[src/rtl/fb_scan_reader.sv]
// Raster-order read side of the VGA pixel buffer: fetches pixels over the shared
// buffer port into a credit-limited prefetch FIFO and hands out 3-3-2 expanded RGB.
module fb_scan_reader #(
  parameter int H_ACTIVE   = 640,
  parameter int V_ACTIVE   = 480,
  parameter int ADDR_W     = 19,
  parameter int FIFO_DEPTH = 16,
  parameter int RD_LAT     = 2
) (
  input  logic              clk,
  input  logic              reset,
  input  logic              iFrameStart,
  output logic              oRdReq,
  output logic [ADDR_W-1:0] oRdAddr,
  input  logic              iRdGnt,
  input  logic [7:0]        iRdData,
  input  logic              iPixReq,
  output logic              oPixValid,
  output logic [9:0]        oR,
  output logic [9:0]        oG,
  output logic [9:0]        oB,
  output logic              oUnderflow
);

  // state | meaning
  // FETCH | walking the frame, issuing reads while credit is available
  // DONE  | whole frame requested; idle until the next frame start
  localparam logic [0:0] ST_FETCH = 1'b0;
  localparam logic [0:0] ST_DONE  = 1'b1;

  localparam int PTR_W = $clog2(FIFO_DEPTH);
  localparam int CNT_W = PTR_W + 1;
  localparam int OCC_W = $clog2(FIFO_DEPTH + RD_LAT + 1);
  localparam int COL_W = (H_ACTIVE > 1) ? $clog2(H_ACTIVE) : 1;
  localparam int ROW_W = (V_ACTIVE > 1) ? $clog2(V_ACTIVE) : 1;

  logic [0:0]        state;
  logic [COL_W-1:0]  col;
  logic [ROW_W-1:0]  row;
  logic [ADDR_W-1:0] addr;
  logic [RD_LAT-1:0] vld_sr;
  logic [7:0]        mem [FIFO_DEPTH];
  logic [PTR_W-1:0]  wr_ptr;
  logic [PTR_W-1:0]  rd_ptr;
  logic [CNT_W-1:0]  count;
  logic [OCC_W-1:0]  occ;
  logic [7:0]        head;
  logic              rd_req;
  logic              accept;
  logic              push;
  logic              pop;
  logic              last_addr;

  // Reads in flight count against FIFO space, so a returning read always has a slot.
  always_comb begin
    occ = OCC_W'(count);
    for (int i = 0; i < RD_LAT; i++) begin
      occ = occ + OCC_W'(vld_sr[i]);
    end
  end

  assign rd_req    = (state == ST_FETCH) && (occ < OCC_W'(FIFO_DEPTH));
  assign accept    = rd_req & iRdGnt & ~iFrameStart;
  assign push      = vld_sr[RD_LAT-1] & ~iFrameStart;
  assign pop       = iPixReq & (count != '0) & ~iFrameStart;
  assign last_addr = (col == COL_W'(H_ACTIVE - 1)) && (row == ROW_W'(V_ACTIVE - 1));
  assign head      = mem[rd_ptr];
  assign oRdReq    = rd_req;
  assign oRdAddr   = addr;

  // Separate column/row counters detect end of frame without a multiplier.
  always_ff @(posedge clk or posedge reset) begin
    if (reset) begin
      state <= ST_DONE;
      col   <= '0;
      row   <= '0;
      addr  <= '0;
    end else if (iFrameStart) begin
      state <= ST_FETCH;
      col   <= '0;
      row   <= '0;
      addr  <= '0;
    end else if (accept) begin
      addr <= addr + ADDR_W'(1);
      if (last_addr) begin
        state <= ST_DONE;
        col   <= '0;
        row   <= '0;
      end else if (col == COL_W'(H_ACTIVE - 1)) begin
        col <= '0;
        row <= row + ROW_W'(1);
      end else begin
        col <= col + COL_W'(1);
      end
    end
  end

  always_ff @(posedge clk or posedge reset) begin
    if (reset) begin
      vld_sr <= '0;
    end else if (iFrameStart) begin
      vld_sr <= '0;
    end else begin
      vld_sr[0] <= accept;
      for (int i = 1; i < RD_LAT; i++) begin
        vld_sr[i] <= vld_sr[i-1];
      end
    end
  end

  always_ff @(posedge clk or posedge reset) begin
    if (reset) begin
      wr_ptr <= '0;
      rd_ptr <= '0;
      count  <= '0;
    end else if (iFrameStart) begin
      wr_ptr <= '0;
      rd_ptr <= '0;
      count  <= '0;
    end else begin
      if (push) wr_ptr <= wr_ptr + PTR_W'(1);
      if (pop)  rd_ptr <= rd_ptr + PTR_W'(1);
      if (push && !pop)      count <= count + CNT_W'(1);
      else if (pop && !push) count <= count - CNT_W'(1);
    end
  end

  always_ff @(posedge clk) begin
    if (push) mem[wr_ptr] <= iRdData;
  end

  // A request on an empty FIFO still produces a (black) pixel so the raster keeps timing.
  always_ff @(posedge clk or posedge reset) begin
    if (reset) begin
      oPixValid  <= 1'b0;
      oR         <= '0;
      oG         <= '0;
      oB         <= '0;
      oUnderflow <= 1'b0;
    end else if (iFrameStart) begin
      oPixValid  <= 1'b0;
      oR         <= '0;
      oG         <= '0;
      oB         <= '0;
      oUnderflow <= 1'b0;
    end else if (iPixReq) begin
      oPixValid <= 1'b1;
      if (pop) begin
        oR <= {head[7:5], head[7:5], head[7:5], head[7]};
        oG <= {head[4:2], head[4:2], head[4:2], head[4]};
        oB <= {head[1:0], head[1:0], head[1:0], head[1:0], head[1:0]};
      end else begin
        oR         <= '0;
        oG         <= '0;
        oB         <= '0;
        oUnderflow <= 1'b1;
      end
    end else begin
      oPixValid <= 1'b0;
      oR        <= '0;
      oG        <= '0;
      oB        <= '0;
    end
  end

endmodule

[config.mk]
export PLATFORM = sky130hd
export DESIGN_NAME = fb_scan_reader
export DESIGN_NICKNAME = d
export VERILOG_FILES = /design/src/rtl/fb_scan_reader.sv
export SDC_FILE = /design/constraint.sdc
export NUM_CORES = 1
export LEC_CHECK = 0
export ABC_CLOCK_PERIOD_IN_PS = 3540
export BUFFER_PORTS_ARGS = -buffer_cell sky130_fd_sc_hd__buf_2
export CAP_MARGIN = 0
export CORE_UTILIZATION = 60
export DETAILED_ROUTE_END_ITERATION = 16
export GPL_TIMING_DRIVEN = 1
export PLACE_DENSITY_LB_ADDON = 0.15
export SLEW_MARGIN = 30
export SYNTH_ARGS = -nofsm -noshare
export SYNTH_HDL_FRONTEND = slang
export SYNTH_SLANG_ARGS = --single-unit
[constraint.sdc]
create_clock -name clk -period 3.54 [get_ports clk]
set_clock_uncertainty 0.1 [all_clocks]
set_input_delay 0.708 -clock clk [delete_from_list [all_inputs] [get_ports clk]]
set_output_delay 0.708 -clock clk [all_outputs]
set_load 0.02 [all_outputs]
# ---- Word level (Yosys, flattened, before mapping)
# Memories as Yosys holds them, arrays and structs flattened.
# Cells that the tools add are included.
# Widths: inputs -> output; s select.
dict set report classes {
  n_addsub 9
  mul 0
  div 0
  order_cmp 1
  eq_ne 3
  shift 0
  muxes 37
  bitwise_logic 7
  n_reduce_logical 17
}
# operator n
set op_table {}
lappend op_table {{$mux 10} 13}
lappend op_table {{$mux 19} 2}
lappend op_table {{$mux 9} 4}
lappend op_table {{$add 19x1->19 const B} 1}
lappend op_table {{$mux 4} 4}
lappend op_table {{$mux 5} 3}
lappend op_table {{$add 10x1->10 const B} 1}
lappend op_table {{$add 5x1->5} 2}
lappend op_table {{$eq 10x10->1 const B} 1}
lappend op_table {{$mux 1} 10}
lappend op_table {{$reduce_bool 2->1} 5}
lappend op_table {{$add 9x1->9 const B} 1}
lappend op_table {{$eq 9x9->1 const B} 1}
lappend op_table {{$add 4x1->4 const B} 2}
lappend op_table {{$reduce_and 2->1} 3}
lappend op_table {{$reduce_bool 3->1} 2}
lappend op_table {{$add 5x1->5 const B} 1}
lappend op_table {{$and 1x1->1} 5}
lappend op_table {{$lt 5x5->1 const B} 1}
lappend op_table {{$reduce_bool 5->1} 1}
lappend op_table {{$sub 5x1->5 const B} 1}
lappend op_table {{$logic_and 1x1->1} 4}
lappend op_table {{$logic_not 1->1} 2}
lappend op_table {{$mux 2} 1}
lappend op_table {{2 further kinds} 3}
dict set report word_totals {
  ff_bits 86
  latch_bits 0
  ramBits 128
  rom_bits 0
  in_bits 13
  out_inout_bits 52
  wordCells 88
  memories 1
}
# name words word_bits rd rd_ports_with_merged_regs wr line
set memory_table {}
lappend memory_table {mem 16 8 1 0 1 42} ;# logic [7:0] mem [FIFO_DEPTH];

# ---- Logic depth before layout (Yosys ltp)
dict set report logic_depth {
  depth_word 8
  ltp_mapped 9
}

# ---- Worst setup path before layout
# OpenSTA, ideal clock, no wires.
dict set report synth_path {
  path_kind {flip-flop to flip-flop}
  from {reg count[1]}
  to {reg count[4]}
  setup_time_ns 0.067
  t_arrival_ns 2.801
  t_required_ns 3.373
  slack_ns 0.572
  stages_incl_launch_ff 10
  n_path_buf 1
  synth_period_minus_slack_ns 2.968
  path_cell_list {dfrtp_1 > or4_1 > buf_2 > o21ai_4 > nand3_1 > fa_1 > a21o_1 > a2111oi_0 > mux2_2 > a311o_1}
}
dict set report synth_via {
  elab_chain_cells 7
  word_cells_on_any_way 12
}
# element line
set synth_rtl {}
lappend synth_rtl {{start: declaration} 45} ;# logic [CNT_W-1:0] count;
lappend synth_rtl {{start signal: assignment} 123} ;# if (push && !pop) count <= count + CNT_W'(1);
lappend synth_rtl {{start signal: assignment} 124} ;# else if (pop && !push) count <= count - CNT_W'(1);
lappend synth_rtl {{branches (longest 7 deep; another with $sub 5x1->5)} --}
# Several ways; the timed one is not identified. The select of a mux whose other input is x is not followed.
# A chain may end at the register's enable or synchronous reset.

# ---- Worst setup path after layout
# Same ends and word-level chain as after synthesis.

==> flow_summary.yaml <==
status:
  status: "finished, final reports clean"
min_path:
  hold_class: "in -> async"
pwr:
  ir_worst_vdd_mv: 0.3876
  power_leakage_uw: 0.003584
  power.density_nw_per_um2: 594.4
timing:
  final-max-slew-violation-count: 0
  timing.fmax_mhz: 305.6
  fin_crit_ns: 3.272
  max_slew.worst_pin.slew_ns: 1.012
  rsz0062_at_grt: "false"
  setup_viol: 0
  final.setup.worst_slack_ns: 0.2678
  hold_viol: 0
  relSlewSlack_pct: 32.53
  fin_crit_sh_pct: 92.44
  setup_tns_ns: 0
final_layout:
  final_cells: 853
  nFillCells: 966
  layout_common_cells: "edfxtp_1, buf_2, dfrtp_1"
  postLayoutCoreUtil_pct: 69.08
  multiInputGateArea_um2: 2918
  num_antenna_cells: 0
  syn_to_final_growth_pct: 11.22
  nets: 687
  drive_above_1_share_pct: 25.56
  final_common_cell: "edfxtp_1"
  ff_latch_area_um2: 5448
synth:
  synth_fa_ha_area_share_pct: 2.094
  synth_mux_area_share_pct: 11.71
  ys_seq_area_share_pct: 62.44
  avgSynthCellArea_um2: 14.18
  synth-seq-cells: 192
  ys_types: 59
  synth_edf_count: 128
  syn_inst: 615
  mappedNetlistArea_um2: 8722
  ys_warn_count: 0
  synth_xor_area_share_pct: 0.8894
  synth-compound-area-share_pct: 7.459
  synth_top_family_by_area: "multiplexers"
  yosys_most_used_dff: "edfxtp_1"
  synth_fp_nets: 642
  synthArstFlopShare_pct: 33.33
  synth-simple-area-share_pct: 11.25
global_route:
  grt_pass1_vias: 5162
  antenna_found_initial: 0
  gr-total-overflow: 0
  track_usage_pct: 25.45
  grt_first_pass_wirelength_um: 27930
  grt_max_degree: 67
setup_path:
  critPathTopFamily: "compound AO/OA/AOI/OAI gates"
  slowest_delay_ns: 0.70
  cp.arrival_ns: 3.54
  crit_buf_inv: 0
  critPathKind: "reg -> reg"
  end_kind: "flop"
  cp_max_fo: 7
  path_cells: "or4_1 -> o21ai_4 -> nand3_2 -> fa_1 -> a21o_1 -> a2111oi_0 -> mux2_2 -> a311o_1"
  required_ns: 3.81
  critPathLaunchType: "flop"
  crit_path_top_delay_cell: "or4_1"
flow_run:
  maxCapViolCount: 0
floorplanning:
  coreArea_um2: 14040
  start_util_pct: 62.11
  pin_count: 65
  die_w_um: 122.6
  fp-row-count: 43
  fp.dieH_um: 122.6
  die-area_um2: 15020
route:
  ant_nets: 0
  viasPerCell: 6.388
  wl_per_cell_um: 20.59
  drtIter0Drc: 518
  drc: 0
  wl_um: 17560
  vias: 5449
  firstDrtPassIters: 5
placement:
  dp_hpwl_um: 11570
  placed_cells_incl_taps: 821
  gp_congestion: 0.8018
  place_ws_ns: 0.2300
  io_buffers: 64
clocking:
  post-cts-setup-buffer-count: 0
  tritoncts: "built"
  cts_sinks: 192
  htreeDepth: 4
  clkTransAtPathRegs_ns: 0.07
  cts_made_buffers: 17
  cts-root-buf: "clkbuf_16"
  cts.path.max_buffers: 2
  clk_latency_ns: 0.43
-- Yosys cell counts, types with 5 or more instances --
library cell	instances	area share, %
dfrtp_1	63	18
xor2_1	5	0.50
edfxtp_1	128	44
buf_1	5	0.22
ha_1	13	1.9
nand3_1	24	1.4
and4_1	7	0.70
and3_1	6	0.43
o31ai_1	11	0.95
nand4_1	10	0.72
buf_2	8	0.46
or3_1	6	0.43
nor2_1	41	1.8
a2111oi_0	5	0.50
nor4_1	10	0.72
a211oi_1	16	1.4
o311ai_0	5	0.50
mux2i_1	15	1.7
o21ai_0	7	0.40
or4_1	11	0.95
mux4_2	32	8.3
a21oi_1	20	1.1
inv_1	10	0.43
nand2_1	22	0.95
nor3_1	6	0.34
buf_4	24	2.1
clkbuf_1	22	0.95
nor2b_1	23	1.6
mux2_2	12	1.5
-- kinds of logic after synthesis --
kind of cell             count (synthesis)
multiplexers                            60
XOR/XNOR                                 8
AO/OA/AOI/OAI                           91
AND/OR/NAND/NOR                        180
buffers and inverters                   70
adder cells (fa/ha/maj)                 14
flip-flops                             192
-- metrics by stage --
step	area (um2)	power, uW	hold WS [ns]
2_1_floorplan	8722	3648	0.3700
3_3_place_gp	9105	3873	0.3860
3_5_place_dp	9105	3910	0.3958
4_1_cts	9696	5802	0.2084
5_1_grt	9701	6018	0.2403
6_report	9701	5766	0.2038
-- area by class of cell --
class	instances	share of cell area, %
clock buffers	18	4.424
clock inverters	14	1.664
inverters	11	0.4256
multi-input cells	353	30.08
flip-flops and latches	192	56.16
well taps	180	2.322
repair buffers	85	4.927
-- power by group --
group | internal, uW | switching [uW]
sequential | 2460 | 161
combinational | 564 | 683
clock | 1010 | 884
-- final timing paths --
check | start | endpoint | slack (ns) | cells after the start
worst max register to register | count[1]$_DFFE_PP0P_ | count[4]$_DFFE_PP0P_ | 0.27 | 8
worst min-delay path | reset | count[0]$_DFFE_PP0P_ | 0.20 | 2
min in group clk | oUnderflow$_DFFE_PP0P_ | oUnderflow$_DFFE_PP0P_ | 0.41 | 2
max in group asynchronous | reset | state$_DFFE_PP1P_ | 2.33 | 3
worst max-delay path | count[1]$_DFFE_PP0P_ | count[4]$_DFFE_PP0P_ | 0.27 | 8
worst min register to register | oUnderflow$_DFFE_PP0P_ | oUnderflow$_DFFE_PP0P_ | 0.41 | 2
-- state kept, by name, indices dropped and copies added (netlist names), 2 cells and up --
name and cells:
row 9, col 10, rd_ptr 4, oG 3, oR 3, count 5, wr_ptr 4, oB 2
vld_sr 2, oRdAddr 19, mem 128
-- metal layers --
metal | wire [um] | share of wire (%) | vias up | track usage, %
met4 | 283 | 1.6 | 0 | 9.070
met3 | 980 | 5.6 | 27 | 4.647
met5 | 0 | 0 | - | 0
met1 | 8053 | 46 | 2761 | 38.32
li1 | - | - | 2465 | -
met2 | 8243 | 47 | 196 | 37.36
-- what timing repair did --
item,4_1_cts,5_1_grt
gates resized for setup,0,1
hold buffers,0,0
setup endpoints to repair,0,1
No activity file was read; power rests on OpenSTA's default activity.
